File: config.mk
export PLATFORM = sky130hd
export DESIGN_NAME = tft_pixel_streamer_flat
export DESIGN_NICKNAME = d
export VERILOG_FILES = /design/src/rtl/tft_pkg.sv /design/src/rtl/tft_pixel_streamer_if.sv /design/src/rtl/tft_spi_shifter.sv /design/src/rtl/tft_pixel_streamer.sv /design/src/flat_wrapper.sv
export SDC_FILE = /design/constraint.sdc
export NUM_CORES = 1
export LEC_CHECK = 0
export CAP_MARGIN = 20
export CORE_MARGIN = 4
export CORE_UTILIZATION = 55
export DETAILED_ROUTE_END_ITERATION = 16
export PLACE_DENSITY = 0.84
export SLEW_MARGIN = 20
export SYNTH_ARGS = -nofsm -noshare
export SYNTH_HDL_FRONTEND = slang
export SYNTH_SLANG_ARGS = --single-unit
File: constraint.sdc
create_clock -name clk -period 4.7 [get_ports clk]
set_input_delay 0.705 -clock clk [delete_from_list [all_inputs] [get_ports clk]]
set_output_delay 0.705 -clock clk [all_outputs]
set_load 0.1 [all_outputs]
File: src/rtl/tft_pkg.sv
// Shared types and constants for the TFT pixel streamer: FSM state encoding,
// pixel width and the default panel geometry.
package tft_pkg;

  localparam int RGB565_WIDTH         = 16;
  localparam int PANEL_WIDTH          = 320;
  localparam int PANEL_HEIGHT         = 240;
  localparam int FRAME_PIXELS_DEFAULT = PANEL_WIDTH * PANEL_HEIGHT;

  typedef enum logic [2:0] {
    ST_IDLE  = 3'd0,
    ST_FETCH = 3'd1,
    ST_LOAD  = 3'd2,
    ST_SHIFT = 3'd3,
    ST_STOP  = 3'd4
  } tft_state_e;

endpackage

File: src/rtl/tft_pixel_streamer_if.sv
// FIFO read port plus TFT panel pins, grouped so the streamer and its bench
// share one bundle.
interface tft_pixel_streamer_if
  import tft_pkg::*;
#(
  parameter int DATA_WIDTH = RGB565_WIDTH
) ();

  // FIFO read: the reader raises fifo_rd_en for one cycle only while
  // fifo_empty=0; fifo_data is valid the cycle after that strobe.
  logic                  fifo_empty;
  logic [DATA_WIDTH-1:0] fifo_data;
  logic                  fifo_rd_en;

  logic tft_cs_n;
  logic tft_sclk;
  logic tft_mosi;
  logic tft_dc;

  modport master (
    input  fifo_empty,
    input  fifo_data,
    output fifo_rd_en,
    output tft_cs_n,
    output tft_sclk,
    output tft_mosi,
    output tft_dc
  );

  modport slave (
    output fifo_empty,
    output fifo_data,
    input  fifo_rd_en,
    input  tft_cs_n,
    input  tft_sclk,
    input  tft_mosi,
    input  tft_dc
  );

endinterface

File: src/rtl/tft_spi_shifter.sv
// SPI mode-0 serialiser: shifts one word MSB-first, CLK_DIV clocks per SCLK
// half-period, and flags the cycle before the final falling SCLK edge.
module tft_spi_shifter
  import tft_pkg::*;
#(
  parameter int DATA_WIDTH = RGB565_WIDTH,
  parameter int CLK_DIV    = 2
) (
  input  logic                  clk,
  input  logic                  rst_n,
  input  logic                  load_i,
  input  logic [DATA_WIDTH-1:0] data_i,
  input  logic                  clear_i,
  output logic                  sclk_o,
  output logic                  mosi_o,
  output logic                  done_o
);

  localparam int DIV_W = (CLK_DIV > 1) ? $clog2(CLK_DIV) : 1;
  localparam int BIT_W = $clog2(DATA_WIDTH);
  localparam logic [DIV_W-1:0] DIV_LAST = DIV_W'(CLK_DIV - 1);
  localparam logic [BIT_W-1:0] BIT_LAST = BIT_W'(DATA_WIDTH - 1);

  logic [DATA_WIDTH-1:0] shreg_q, shreg_d;
  logic [DIV_W-1:0]      div_q, div_d;
  logic [BIT_W-1:0]      bit_q, bit_d;
  logic                  sclk_q, sclk_d;
  logic                  active_q, active_d;
  logic                  phase_end;

  assign phase_end = (div_q == DIV_LAST);
  assign done_o    = active_q && phase_end && sclk_q && (bit_q == BIT_LAST);
  assign sclk_o    = sclk_q;
  // MOSI is the register MSB, so it can only move when the word shifts.
  assign mosi_o    = shreg_q[DATA_WIDTH-1];

  always_comb begin
    shreg_d  = shreg_q;
    div_d    = div_q;
    bit_d    = bit_q;
    sclk_d   = sclk_q;
    active_d = active_q;
    if (load_i) begin
      shreg_d  = data_i;
      div_d    = '0;
      bit_d    = '0;
      sclk_d   = 1'b0;
      active_d = 1'b1;
    end else if (clear_i) begin
      shreg_d = '0;
    end else if (active_q) begin
      if (!phase_end) begin
        div_d = div_q + 1'b1;
      end else begin
        div_d = '0;
        if (!sclk_q) begin
          sclk_d = 1'b1;
        end else begin
          sclk_d = 1'b0;
          if (bit_q == BIT_LAST) begin
            active_d = 1'b0;
          end else begin
            bit_d   = bit_q + 1'b1;
            shreg_d = {shreg_q[DATA_WIDTH-2:0], 1'b0};
          end
        end
      end
    end
  end

  always_ff @(posedge clk or negedge rst_n) begin
    if (!rst_n) begin
      shreg_q  <= '0;
      div_q    <= '0;
      bit_q    <= '0;
      sclk_q   <= 1'b0;
      active_q <= 1'b0;
    end else begin
      shreg_q  <= shreg_d;
      div_q    <= div_d;
      bit_q    <= bit_d;
      sclk_q   <= sclk_d;
      active_q <= active_d;
    end
  end

endmodule

File: src/rtl/tft_pixel_streamer.sv
// Drains RGB565 pixels from the FIFO, streams them to the TFT over SPI and
// tracks the position within the current frame.
module tft_pixel_streamer
  import tft_pkg::*;
#(
  parameter int DATA_WIDTH   = RGB565_WIDTH,
  parameter int CLK_DIV      = 2,
  parameter int FRAME_PIXELS = FRAME_PIXELS_DEFAULT
) (
  input  logic                            clk,
  input  logic                            reset_n,
  input  logic                            enable,
  tft_pixel_streamer_if.master            bus,
  output logic                            busy,
  output logic [$clog2(FRAME_PIXELS)-1:0] pixel_count,
  output logic                            frame_done,
  output tft_state_e                      dbg_state
);

  localparam int PCW = $clog2(FRAME_PIXELS);
  localparam logic [PCW-1:0] PIX_LAST = PCW'(FRAME_PIXELS - 1);

  tft_state_e     state_q, state_d;
  logic           rd_en_q, rd_en_d;
  logic           cs_n_q, cs_n_d;
  logic           dc_q, dc_d;
  logic           busy_q, busy_d;
  logic [PCW-1:0] pix_q, pix_d;
  logic           fd_q, fd_d;
  logic           shift_done;
  logic           sclk, mosi;

  tft_spi_shifter #(
    .DATA_WIDTH (DATA_WIDTH),
    .CLK_DIV    (CLK_DIV)
  ) u_shifter (
    .clk     (clk),
    .rst_n   (reset_n),
    .load_i  (state_q == ST_LOAD),
    .data_i  (bus.fifo_data),
    .clear_i (state_q == ST_STOP),
    .sclk_o  (sclk),
    .mosi_o  (mosi),
    .done_o  (shift_done)
  );

  always_comb begin
    state_d = state_q;
    cs_n_d  = cs_n_q;
    dc_d    = dc_q;
    pix_d   = pix_q;
    fd_d    = 1'b0;
    case (state_q)
      ST_IDLE: begin
        if (enable && !bus.fifo_empty) state_d = ST_FETCH;
      end
      ST_FETCH: state_d = ST_LOAD;
      ST_LOAD: begin
        state_d = ST_SHIFT;
        cs_n_d  = 1'b0;
        dc_d    = 1'b1;
      end
      ST_SHIFT: begin
        if (shift_done) begin
          if (pix_q == PIX_LAST) begin
            pix_d = '0;
            fd_d  = 1'b1;
          end else begin
            pix_d = pix_q + 1'b1;
          end
          // Staying in FETCH keeps cs_n low for back-to-back pixels.
          if (enable && !bus.fifo_empty) state_d = ST_FETCH;
          else                           state_d = ST_STOP;
        end
      end
      ST_STOP: begin
        state_d = ST_IDLE;
        cs_n_d  = 1'b1;
        dc_d    = 1'b0;
      end
      default: state_d = ST_IDLE;
    endcase
    rd_en_d = (state_d == ST_FETCH);
    busy_d  = (state_d != ST_IDLE);
  end

  always_ff @(posedge clk or negedge reset_n) begin
    if (!reset_n) begin
      state_q <= ST_IDLE;
      rd_en_q <= 1'b0;
      cs_n_q  <= 1'b1;
      dc_q    <= 1'b0;
      busy_q  <= 1'b0;
      pix_q   <= '0;
      fd_q    <= 1'b0;
    end else begin
      state_q <= state_d;
      rd_en_q <= rd_en_d;
      cs_n_q  <= cs_n_d;
      dc_q    <= dc_d;
      busy_q  <= busy_d;
      pix_q   <= pix_d;
      fd_q    <= fd_d;
    end
  end

  assign bus.fifo_rd_en = rd_en_q;
  assign bus.tft_cs_n   = cs_n_q;
  assign bus.tft_sclk   = sclk;
  assign bus.tft_mosi   = mosi;
  assign bus.tft_dc     = dc_q;
  assign busy           = busy_q;
  assign pixel_count    = pix_q;
  assign frame_done     = fd_q;
  assign dbg_state      = state_q;

endmodule

File: src/flat_wrapper.sv
// flat-port wrapper written by rule: the top's interface ports become plain ports
module tft_pixel_streamer_flat import tft_pkg::*;
#(
  parameter int DATA_WIDTH   = RGB565_WIDTH,
  parameter int CLK_DIV      = 2,
  parameter int FRAME_PIXELS = FRAME_PIXELS_DEFAULT
)
  (clk, reset_n, enable, busy, pixel_count, frame_done, dbg_state, bus_fifo_empty, bus_fifo_data, bus_fifo_rd_en, bus_tft_cs_n, bus_tft_sclk, bus_tft_mosi, bus_tft_dc);
  tft_pixel_streamer_if #(.DATA_WIDTH(DATA_WIDTH)) bus_i ();
  input  logic clk;
  input  logic reset_n;
  input  logic enable;
  output logic busy;
  output logic [$clog2(FRAME_PIXELS)-1:0] pixel_count;
  output logic frame_done;
  output tft_state_e dbg_state;
  input wire logic [$bits(bus_i.fifo_empty)-1:0] bus_fifo_empty;
  input wire logic [$bits(bus_i.fifo_data)-1:0] bus_fifo_data;
  output wire logic [$bits(bus_i.fifo_rd_en)-1:0] bus_fifo_rd_en;
  output wire logic [$bits(bus_i.tft_cs_n)-1:0] bus_tft_cs_n;
  output wire logic [$bits(bus_i.tft_sclk)-1:0] bus_tft_sclk;
  output wire logic [$bits(bus_i.tft_mosi)-1:0] bus_tft_mosi;
  output wire logic [$bits(bus_i.tft_dc)-1:0] bus_tft_dc;
  assign bus_i.fifo_empty = bus_fifo_empty;
  assign bus_i.fifo_data = bus_fifo_data;
  assign bus_fifo_rd_en = bus_i.fifo_rd_en;
  assign bus_tft_cs_n = bus_i.tft_cs_n;
  assign bus_tft_sclk = bus_i.tft_sclk;
  assign bus_tft_mosi = bus_i.tft_mosi;
  assign bus_tft_dc = bus_i.tft_dc;
  tft_pixel_streamer #(.DATA_WIDTH(DATA_WIDTH), .CLK_DIV(CLK_DIV), .FRAME_PIXELS(FRAME_PIXELS)) u_core (.clk(clk), .reset_n(reset_n), .enable(enable), .bus(bus_i), .busy(busy), .pixel_count(pixel_count), .frame_done(frame_done), .dbg_state(dbg_state));
endmodule
==> impl_results.rst, run 1 <==
.. list-table::
   :header-rows: 1

   * - Metric
     - Value
   * - Result of the run
     - complete, no violations
   * - Worst endpoint required time
     - between 3000 and 4000 ps
   * - FF+latch count, synth
     - 48
   * - Crit path capture type
     - primary output
   * - Final worst clock skew
     - around 6 ps
   * - CTS Sinks
     - 48
   * - YS warnings
     - 0
   * - Root buf cell
     - sky130_fd_sc_hd__clkbuf_8
   * - Site Rows
     - 23
   * - First-pass GRT wire length
     - 8710 microns
   * - DRC violations left
     - 0
   * - HPWL reported at the end of detailed placement
     - 3500 microns
   * - Biggest cell delay along the critical path
     - about 1200 ps
   * - Pin count of the biggest net entering global routing
     - 49
   * - End-of-flow core utilization
     - 0.722
   * - Post-synth top area cell
     - sky130_fd_sc_hd__dfrtp_1
   * - Highest-delay cell along the critical path
     - sky130_fd_sc_hd__clkdlybuf4s50_1
   * - Number of buffers created by CTS
     - 5
   * - Antenna-violating nets left
     - 0
   * - Aggregate routed wire length
     - around 5000 microns
   * - Category of the critical setup timing path
     - flip-flop to primary output
   * - Static leakage
     - ~1.2 nW
   * - Die outline height
     - approximately 74 microns
   * - Max Fclk
     - about 0.35 GHz
   * - Avg Inst Size Synth
     - roughly 10 sq um
   * - Arrival time of data at the critical path endpoint
     - between 2000 and 2500 ps
   * - Cell area after synthesis
     - 0.00239 sq mm
   * - CP Cell Sequence
     - clkdlybuf4s50_1
   * - Top cell type's share of synthesized area
     - 0.492
   * - Critical path fanouts, max
     - 15
   * - FILL cells
     - ~320
   * - Hold Fails Final Rpt
     - 0
   * - Endpoints failing setup
     - 0
   * - Hold Path Class
     - input port to async pin
   * - Share of final-layout standard cells stronger than drive strength 1
     - 0.0563
   * - Number of nets in the synthesized netlist
     - 267
   * - Sum Neg Setup Slack
     - 0 ps
   * - Share of synthesized area occupied by flip-flops and latches
     - 0.503
   * - Worst slew slack as a fraction of its limit
     - 0.318
   * - Starting density of the core
     - 0.585
   * - Number of enable flip-flop cells after synthesis
     - 0
   * - Bufs on Longest Clock Path
     - 2
   * - Period utilisation layout
     - 0.599
   * - CTS tree
     - yes
   * - Average wire per standard cell
     - about 15 microns
   * - Post-CTS clock slew at the launch and capture registers of the worst setup and hold paths
     - about 80 ps
   * - Worst vdd ir
     - about 0.00029 V
   * - Iteration-0 DRC Markers
     - approximately 150
   * - Die width
     - about 74 microns
   * - Number of global-route vias before repair
     - around 1,900
   * - RSZ-0062 raised after global routing
     - no
   * - Biggest area contributors in the synthesized netlist
     - sky130_fd_sc_hd__dfrtp_1 49%, sky130_fd_sc_hd__o21ai_0 5.7%, sky130_fd_sc_hd__a2bb2oi_1 5.5%
   * - Post-Syn Instances
     - about 250
   * - CP Buf/Inv Count
     - 1
   * - Source-to-sink clock delay at the later pin of the worst-skew pair
     - around 300 ps
   * - Post-CTS setup buffer count
     - 0
   * - Non-filler cells in the finished layout
     - about 330
   * - Max Cap Violations
     - 0
   * - Via total after detailed routing
     - between 2,000 and 2,500
   * - Maximum level of the CTS H-tree
     - 2
   * - Fraction of synthesis flops using an asynchronous set or reset pin
     - 1.00
   * - Die outline area
     - approximately 0.0055 sq mm
   * - Layout overhead on the synthesized area
     - 23.6%
   * - Global placement routability congestion
     - slightly above 0.8
   * - Residual overflow from global routing
     - 0
   * - Global Route Usage Sum
     - 0.201
   * - Count of TritonRoute iterations in the first routing pass
     - 4
   * - Antenna cells
     - 0
   * - Vias per cell
     - 6.07
   * - Antenna violations before repair
     - 0
   * - Largest delay contributor family on the critical path
     - buffers and inverters
   * - Count leader, synth
     - sky130_fd_sc_hd__dfrtp_1
   * - CORE AREA
     - around 0.004 sq mm
   * - Port Buf Inserts
     - 46
   * - Number of unique standard cell types used by synthesis
     - 41
   * - Final Critical Period
     - ~2800 ps
   * - Placed Cells
     - about 330
   * - Worst Tran Pin Value
     - 1020 ps
   * - Number of hold-repair buffers added at the cts stage
     - 0
   * - Count of nets after finishing
     - roughly 310
   * - Post_cts resized
     - 0
   * - Top flip-flop cell by instance count after synthesis
     - sky130_fd_sc_hd__dfrtp_1
   * - Final Slew Violations
     - 0
   * - Crit path launch type
     - flip-flop
   * - Power density cells
     - ~450 mW/mm^2
   * - Synth cell count leaders
     - 47 x sky130_fd_sc_hd__dfrtp_1, 27 x sky130_fd_sc_hd__o21ai_0, 25 x sky130_fd_sc_hd__nand2_1, 15 x sky130_fd_sc_hd__a2bb2oi_1
   * - Boundary pin count
     - 47
metrics by stage:
stage | hold WS (ps) | setup slack, ps | power [W] | cell area, sq um
detailed placement | 496 | 2210 | 0.00106 | 2850
floorplan | 409 | 2300 | 0.000955 | 2390
CTS | 514 | 1880 | 0.00132 | 2950
global route | 451 | 1800 | 0.00140 | 2950
global placement | 476 | 2230 | 0.00105 | 2850
finish | 403 | 1880 | 0.00132 | 2950
state kept, by name, summed over array words and instances, names as in the netlist:
name / flops
u_core.u_shifter.bit_q: 4
u_core.bus.tft_cs_n: 1
u_core.u_shifter.active_q: 1
u_core.bus.fifo_rd_en: 1
u_core.dbg_state: 3
u_core.frame_done: 1
u_core.u_shifter.sclk_o: 1
u_core.u_shifter.div_q: 1
u_core.pixel_count: 17
u_core.bus.tft_dc: 1
u_core.busy: 1
u_core.u_shifter.shreg_q: 16
final timing paths:
path | start | endpoint | slack, ps | cells past startpoint
worst max-delay path | u_core.dbg_state[1]$_DFF_PN0_ | dbg_state[1] | 1880 | 1
worst min-delay path | reset_n | u_core.pixel_count[1]$_DFFE_PN0P_ | 400 | 1
worst max register to register | u_core.u_shifter.bit_q[0]$_DFFE_PN0P_ | u_core.pixel_count[9]$_DFFE_PN0P_ | 2510 | 5
worst min register to register | u_core.pixel_count[4]$_DFFE_PN0P_ | u_core.pixel_count[4]$_DFFE_PN0P_ | 510 | 1
max in group asynchronous | reset_n | u_core.pixel_count[3]$_DFFE_PN0P_ | 3880 | 1
min in group clk | u_core.pixel_count[4]$_DFFE_PN0P_ | u_core.pixel_count[4]$_DFFE_PN0P_ | 510 | 1
power by group:
part | switching [W] | total (W) | internal, W
Clock | 0.000130 | 0.000261 | 0.000131
Sequential | 0.0000848 | 0.000592 | 0.000507
Combinational | 0.000274 | 0.000465 | 0.000190
Total | 0.000489 | 0.00132 | 0.000828
final cells by class:
class	instances	area, sq um	share of cell area
inverter	6	22.5	0.00763
timing repair buffer	46	458	0.155
multi-input combinational	177	1110	0.376
sequential	48	1200	0.407
tap	50	62.6	0.0212
clock buffer	7	96.3	0.0326
metal layers:
layer | track usage | routed length (microns)
met1 | 0.281 | 2380
met2 | 0.322 | 2290
met3 | 0.0465 | 288
met4 | 0.0443 | 46
met5 | 0 | 0
logic make-up after synthesis:
group,count (synthesis),share of synthesized area
flip-flops,48,0.503
AO/OA/AOI/OAI,77,0.212
buffers and inverters,20,0.0320
adder cells (fa/ha/maj),2,0.0105
XOR/XNOR,8,0.0293
AND/OR/NAND/NOR,90,0.213
cells in the final DEF, fill, tap and decap left out, types with 2 or more instances in the layout:
| cell | n |
|---|---|
| sky130_fd_sc_hd__nor3_1 | 4 |
| sky130_fd_sc_hd__or3_1 | 2 |
| sky130_fd_sc_hd__and3_1 | 5 |
| sky130_fd_sc_hd__nand3_1 | 13 |
| sky130_fd_sc_hd__xnor2_1 | 8 |
| sky130_fd_sc_hd__inv_1 | 6 |
| sky130_fd_sc_hd__nand4_1 | 6 |
| sky130_fd_sc_hd__a31oi_1 | 5 |
| sky130_fd_sc_hd__a221oi_1 | 2 |
| sky130_fd_sc_hd__or4_1 | 5 |
| sky130_fd_sc_hd__dfrtp_1 | 47 |
| sky130_fd_sc_hd__o22ai_1 | 4 |
| sky130_fd_sc_hd__o211ai_1 | 2 |
| sky130_fd_sc_hd__a21oi_1 | 10 |
| sky130_fd_sc_hd__nor2_1 | 9 |
| sky130_fd_sc_hd__and4_1 | 3 |
| sky130_fd_sc_hd__a2bb2oi_1 | 15 |
| sky130_fd_sc_hd__nand2b_1 | 7 |
| sky130_fd_sc_hd__a32o_1 | 2 |
| sky130_fd_sc_hd__ha_1 | 2 |
| sky130_fd_sc_hd__o21ai_0 | 27 |
| sky130_fd_sc_hd__nand2_1 | 25 |
| sky130_fd_sc_hd__clkdlybuf4s50_1 | 45 |
| sky130_fd_sc_hd__clkbuf_8 | 7 |
| sky130_fd_sc_hd__nor2b_1 | 3 |
| sky130_fd_sc_hd__a21o_1 | 3 |
| sky130_fd_sc_hd__a31o_2 | 2 |
No activity file was read; power rests on OpenSTA's default activity.
==> run 2: changes to the inputs <==
--- a/config.mk
+++ b/config.mk
@@ -7,9 +7,9 @@
 export LEC_CHECK = 0
 export CAP_MARGIN = 20
 export CORE_MARGIN = 4
-export CORE_UTILIZATION = 55
+export CORE_UTILIZATION = 46
 export DETAILED_ROUTE_END_ITERATION = 16
-export PLACE_DENSITY = 0.84
+export PLACE_DENSITY = 0.75
 export SLEW_MARGIN = 20
 export SYNTH_ARGS = -nofsm -noshare
 export SYNTH_HDL_FRONTEND = slang
==> constraint.sdc (replaced) <==
create_clock -name clk -period 2.4 [get_ports clk]
set_input_delay 0.36 -clock clk [delete_from_list [all_inputs] [get_ports clk]]
set_output_delay 0.36 -clock clk [all_outputs]
set_load 0.1 [all_outputs]
==> run 2 against run 1 <==
Routed wire length is 6.8% higher. Clock skew is 5.3 ps higher. Register-to-register slack worse by 2300 ps. Global-route usage is 2.5 points lower. Hold slack worse by 0.64 ps. Final area is 0.89% higher. Critical endpoint is now u_core.pixel_count[9]$_DFFE_PN0P_. Highest routed layer unchanged.
==> impl_results.rst, run 2 (synthesized netlist as in run 1, its figures left out) <==
.. list-table::
   :header-rows: 1

   * - Metric
     - Value
   * - Worst hold slack
     - 403 ps (-0.639 ps)
   * - Number of global-route vias before repair
     - 2,037 (+6.2%)
   * - DRC violations left
     - 0 (unchanged)
   * - CORE AREA
     - 0.00488 sq mm (+19%)
   * - Worst reg2reg path depth
     - 5 (unchanged)
   * - Antenna-violating nets left
     - 0 (unchanged)
   * - Max reg flops
     - 17 (unchanged)
   * - Number of hold-repair buffers added at the cts stage
     - 1 (+1)
   * - Worst slew slack as a fraction of its limit
     - 0.642 (+0.325)
   * - Commonest non-fill, non-tap cells in the layout
     - 46 x sky130_fd_sc_hd__dfrtp_1, 35 x sky130_fd_sc_hd__buf_4, 27 x sky130_fd_sc_hd__o21ai_0
   * - CTS Sinks
     - 48 (unchanged)
   * - First-pass GRT wire length
     - 9230 microns (+6.0%)
   * - Bufs on Longest Clock Path
     - 2 (unchanged)
   * - Final worst setup slack
     - 196 ps (-1690 ps)
   * - Power density cells
     - 877 mW/mm^2 (+96%)
   * - Arrival time of data at the critical path endpoint
     - 2440 ps (+330 ps)
   * - Startpoint of the worst-slack reg-to-reg timing path
     - u_core.u_shifter.bit_q[0]$_DFFE_PN0P_
   * - Final Slew Violations
     - 0 (unchanged)
   * - Crit path from
     - u_core.u_shifter.bit_q[0]$_DFFE_PN0P_
   * - Antenna cells
     - 0 (unchanged)
   * - Crit path launch type
     - flip-flop
   * - Aggregate routed wire length
     - 5340 microns (+6.8%)
   * - Static leakage
     - 1.26 nW (+7.4%)
   * - Setup slack, reg-to-reg
     - 200 ps (-2310 ps)
   * - Post_cts resized
     - 0 (unchanged)
   * - Maximum level of the CTS H-tree
     - 2 (unchanged)
   * - Endpoints failing setup
     - 0 (unchanged)
   * - Max Cap Violations
     - 0 (unchanged)
   * - Count of nets after finishing
     - 315 (+2.9%)
   * - Global Route Usage Sum
     - 0.176 (-0.0248)
   * - Number of buffers created by CTS
     - 5 (unchanged)
   * - Worst endpoint required time
     - 2640 ps (-1350 ps)
   * - Vias per cell
     - 5.64 (-7.2%)
   * - Share of final-layout standard cells stronger than drive strength 1
     - 0.177 (+0.121)
   * - Category of the critical setup timing path
     - flip-flop to flip-flop
   * - Die outline height
     - 80.1 microns (+8.3%)
   * - Sum Neg Setup Slack
     - 0 ps (unchanged)
   * - FILL cells
     - 450 (+39%)
   * - Most common library cell in the layout ignoring fill and taps
     - sky130_fd_sc_hd__dfrtp_1
   * - Site Rows
     - 25 (+8.7%)
   * - Critical path fanouts, max
     - 10 (-5)
   * - Residual overflow from global routing
     - 0 (unchanged)
   * - Via total after detailed routing
     - 2,035 (+0.35%)
   * - RSZ-0062 raised after global routing
     - no
   * - Layout overhead on the synthesized area
     - 24.7%
   * - Global placement routability congestion
     - 0.855 (+6.2%)
   * - CTS tree
     - yes
   * - Starting density of the core
     - 0.489 (-0.0950)
   * - Crit path capture type
     - flip-flop
   * - Period utilisation layout
     - 0.918
   * - Die width
     - 80.1 microns (+8.3%)
   * - Hold Path Class
     - input port to async pin
   * - Source-to-sink clock delay at the later pin of the worst-skew pair
     - 290 ps (about the same)
   * - Pre-CTS WS
     - 239 ps (-1970 ps)
   * - Worst vdd ir
     - 0.000449 V (+57%)
   * - Post-CTS clock slew at the launch and capture registers of the worst setup and hold paths
     - 90 ps (about the same)
   * - Iteration-0 DRC Markers
     - 136 (-12%)
   * - Power, Total
     - 0.00261 W (+98%)
   * - Capture point of the critical path
     - u_core.pixel_count[9]$_DFFE_PN0P_
   * - Pin count of the biggest net entering global routing
     - 27 (-45%)
   * - Worst Tran Pin Value
     - 533 ps (-487 ps)
   * - Port Buf Inserts
     - 46 (unchanged)
   * - Average wire per standard cell
     - 14.8 microns (-1.2%)
   * - Post-CTS setup buffer count
     - 0 (unchanged)
   * - HPWL reported at the end of detailed placement
     - 3700 microns (+5.7%)
   * - Die outline area
     - 0.00641 sq mm (+17%)
   * - Antenna violations before repair
     - 0 (unchanged)
   * - Sequential cell area
     - 0.00120 sq mm (+0.10%)
   * - Max Fclk
     - about 0.45 GHz
   * - Hold Fails Final Rpt
     - 0 (unchanged)
   * - Count of TritonRoute iterations in the first routing pass
     - 4 (unchanged)
   * - FF-to-FF End
     - u_core.pixel_count[9]$_DFFE_PN0P_
   * - Area of the multi-input gates
     - 0.00111 sq mm (unchanged)
   * - Boundary pin count
     - 47 (unchanged)
   * - Final Critical Period
     - roughly 2200 ps
   * - Root buf cell
     - sky130_fd_sc_hd__clkbuf_8
   * - Final worst clock skew
     - 11.4 ps (+5.33 ps)
   * - End-of-flow core utilization
     - 0.610 (-0.112)
   * - Result of the run
     - complete, no violations
-- run 2: changes by cell type in the layout (fill, tap and decap cells not counted) --
| cell | previous run | this run |
|---|---|---|
| sky130_fd_sc_hd__dlygate4sd3_1 | 0 | 1 |
| sky130_fd_sc_hd__clkbuf_1 | 0 | 1 |
| sky130_fd_sc_hd__dfrtp_1 | 47 | 46 |
| sky130_fd_sc_hd__dfrtp_2 | 0 | 1 |
| sky130_fd_sc_hd__buf_4 | 1 | 35 |
| sky130_fd_sc_hd__buf_2 | 0 | 1 |
| sky130_fd_sc_hd__clkdlybuf4s50_1 | 45 | 18 |
-- run 2: how the worst min path moves through the flow --
stage	end	startpoint	slack (ps)
2_1_floorplan	u_core.bus.fifo_rd_en$_DFF_PN0_	reset_n	60
3_3_place_gp	u_core.pixel_count[0]$_DFFE_PN0P_	reset_n	190
3_5_place_dp	u_core.pixel_count[0]$_DFFE_PN0P_	reset_n	190
4_1_cts	u_core.pixel_count[8]$_DFFE_PN0P_	reset_n	400
5_1_grt	u_core.pixel_count[8]$_DFFE_PN0P_	reset_n	420
6_report	u_core.pixel_count[8]$_DFFE_PN0P_	reset_n	400
-- run 2: through the flow --
stage                     area, sq um  instances
after floorplan                  2390        245
after global placement           2870        352
after detailed placement         2870        352
after CTS                        2980        361
after global routing             2980        361
final                            2980        361
-- run 2: report_power, final --
group	total, W	switching (W)	internal [W]
registers	0.00116	0.000171	0.000993
logic	0.000923	0.000545	0.000377
clock network	0.000524	0.000260	0.000264
total	0.00261	0.000976	0.00163
-- run 2: area by class of cell --
cell class,instances,share of cell area
Sequential cell,48,0.404
Multi-Input combinational cell,177,0.373
Tap cell,67,0.0282
Timing Repair Buffer,55,0.154
Clock buffer,8,0.0336
Inverter,6,0.00756
-- run 2: critical path, stage by stage, from the launching register on --
cell	delay, ps
sky130_fd_sc_hd__dfrtp_1	440
sky130_fd_sc_hd__ha_1	310
sky130_fd_sc_hd__nand4_4	180
sky130_fd_sc_hd__or3_1	570
sky130_fd_sc_hd__or4_1	550
sky130_fd_sc_hd__nand3_1	90
-- run 2: routing by layer --
metal / part of all wire / track usage
met5: 0 / 0
met4: 0.0062 / 0.0422
met3: 0.036 / 0.0269
met2: 0.47 / 0.287
met1: 0.49 / 0.248
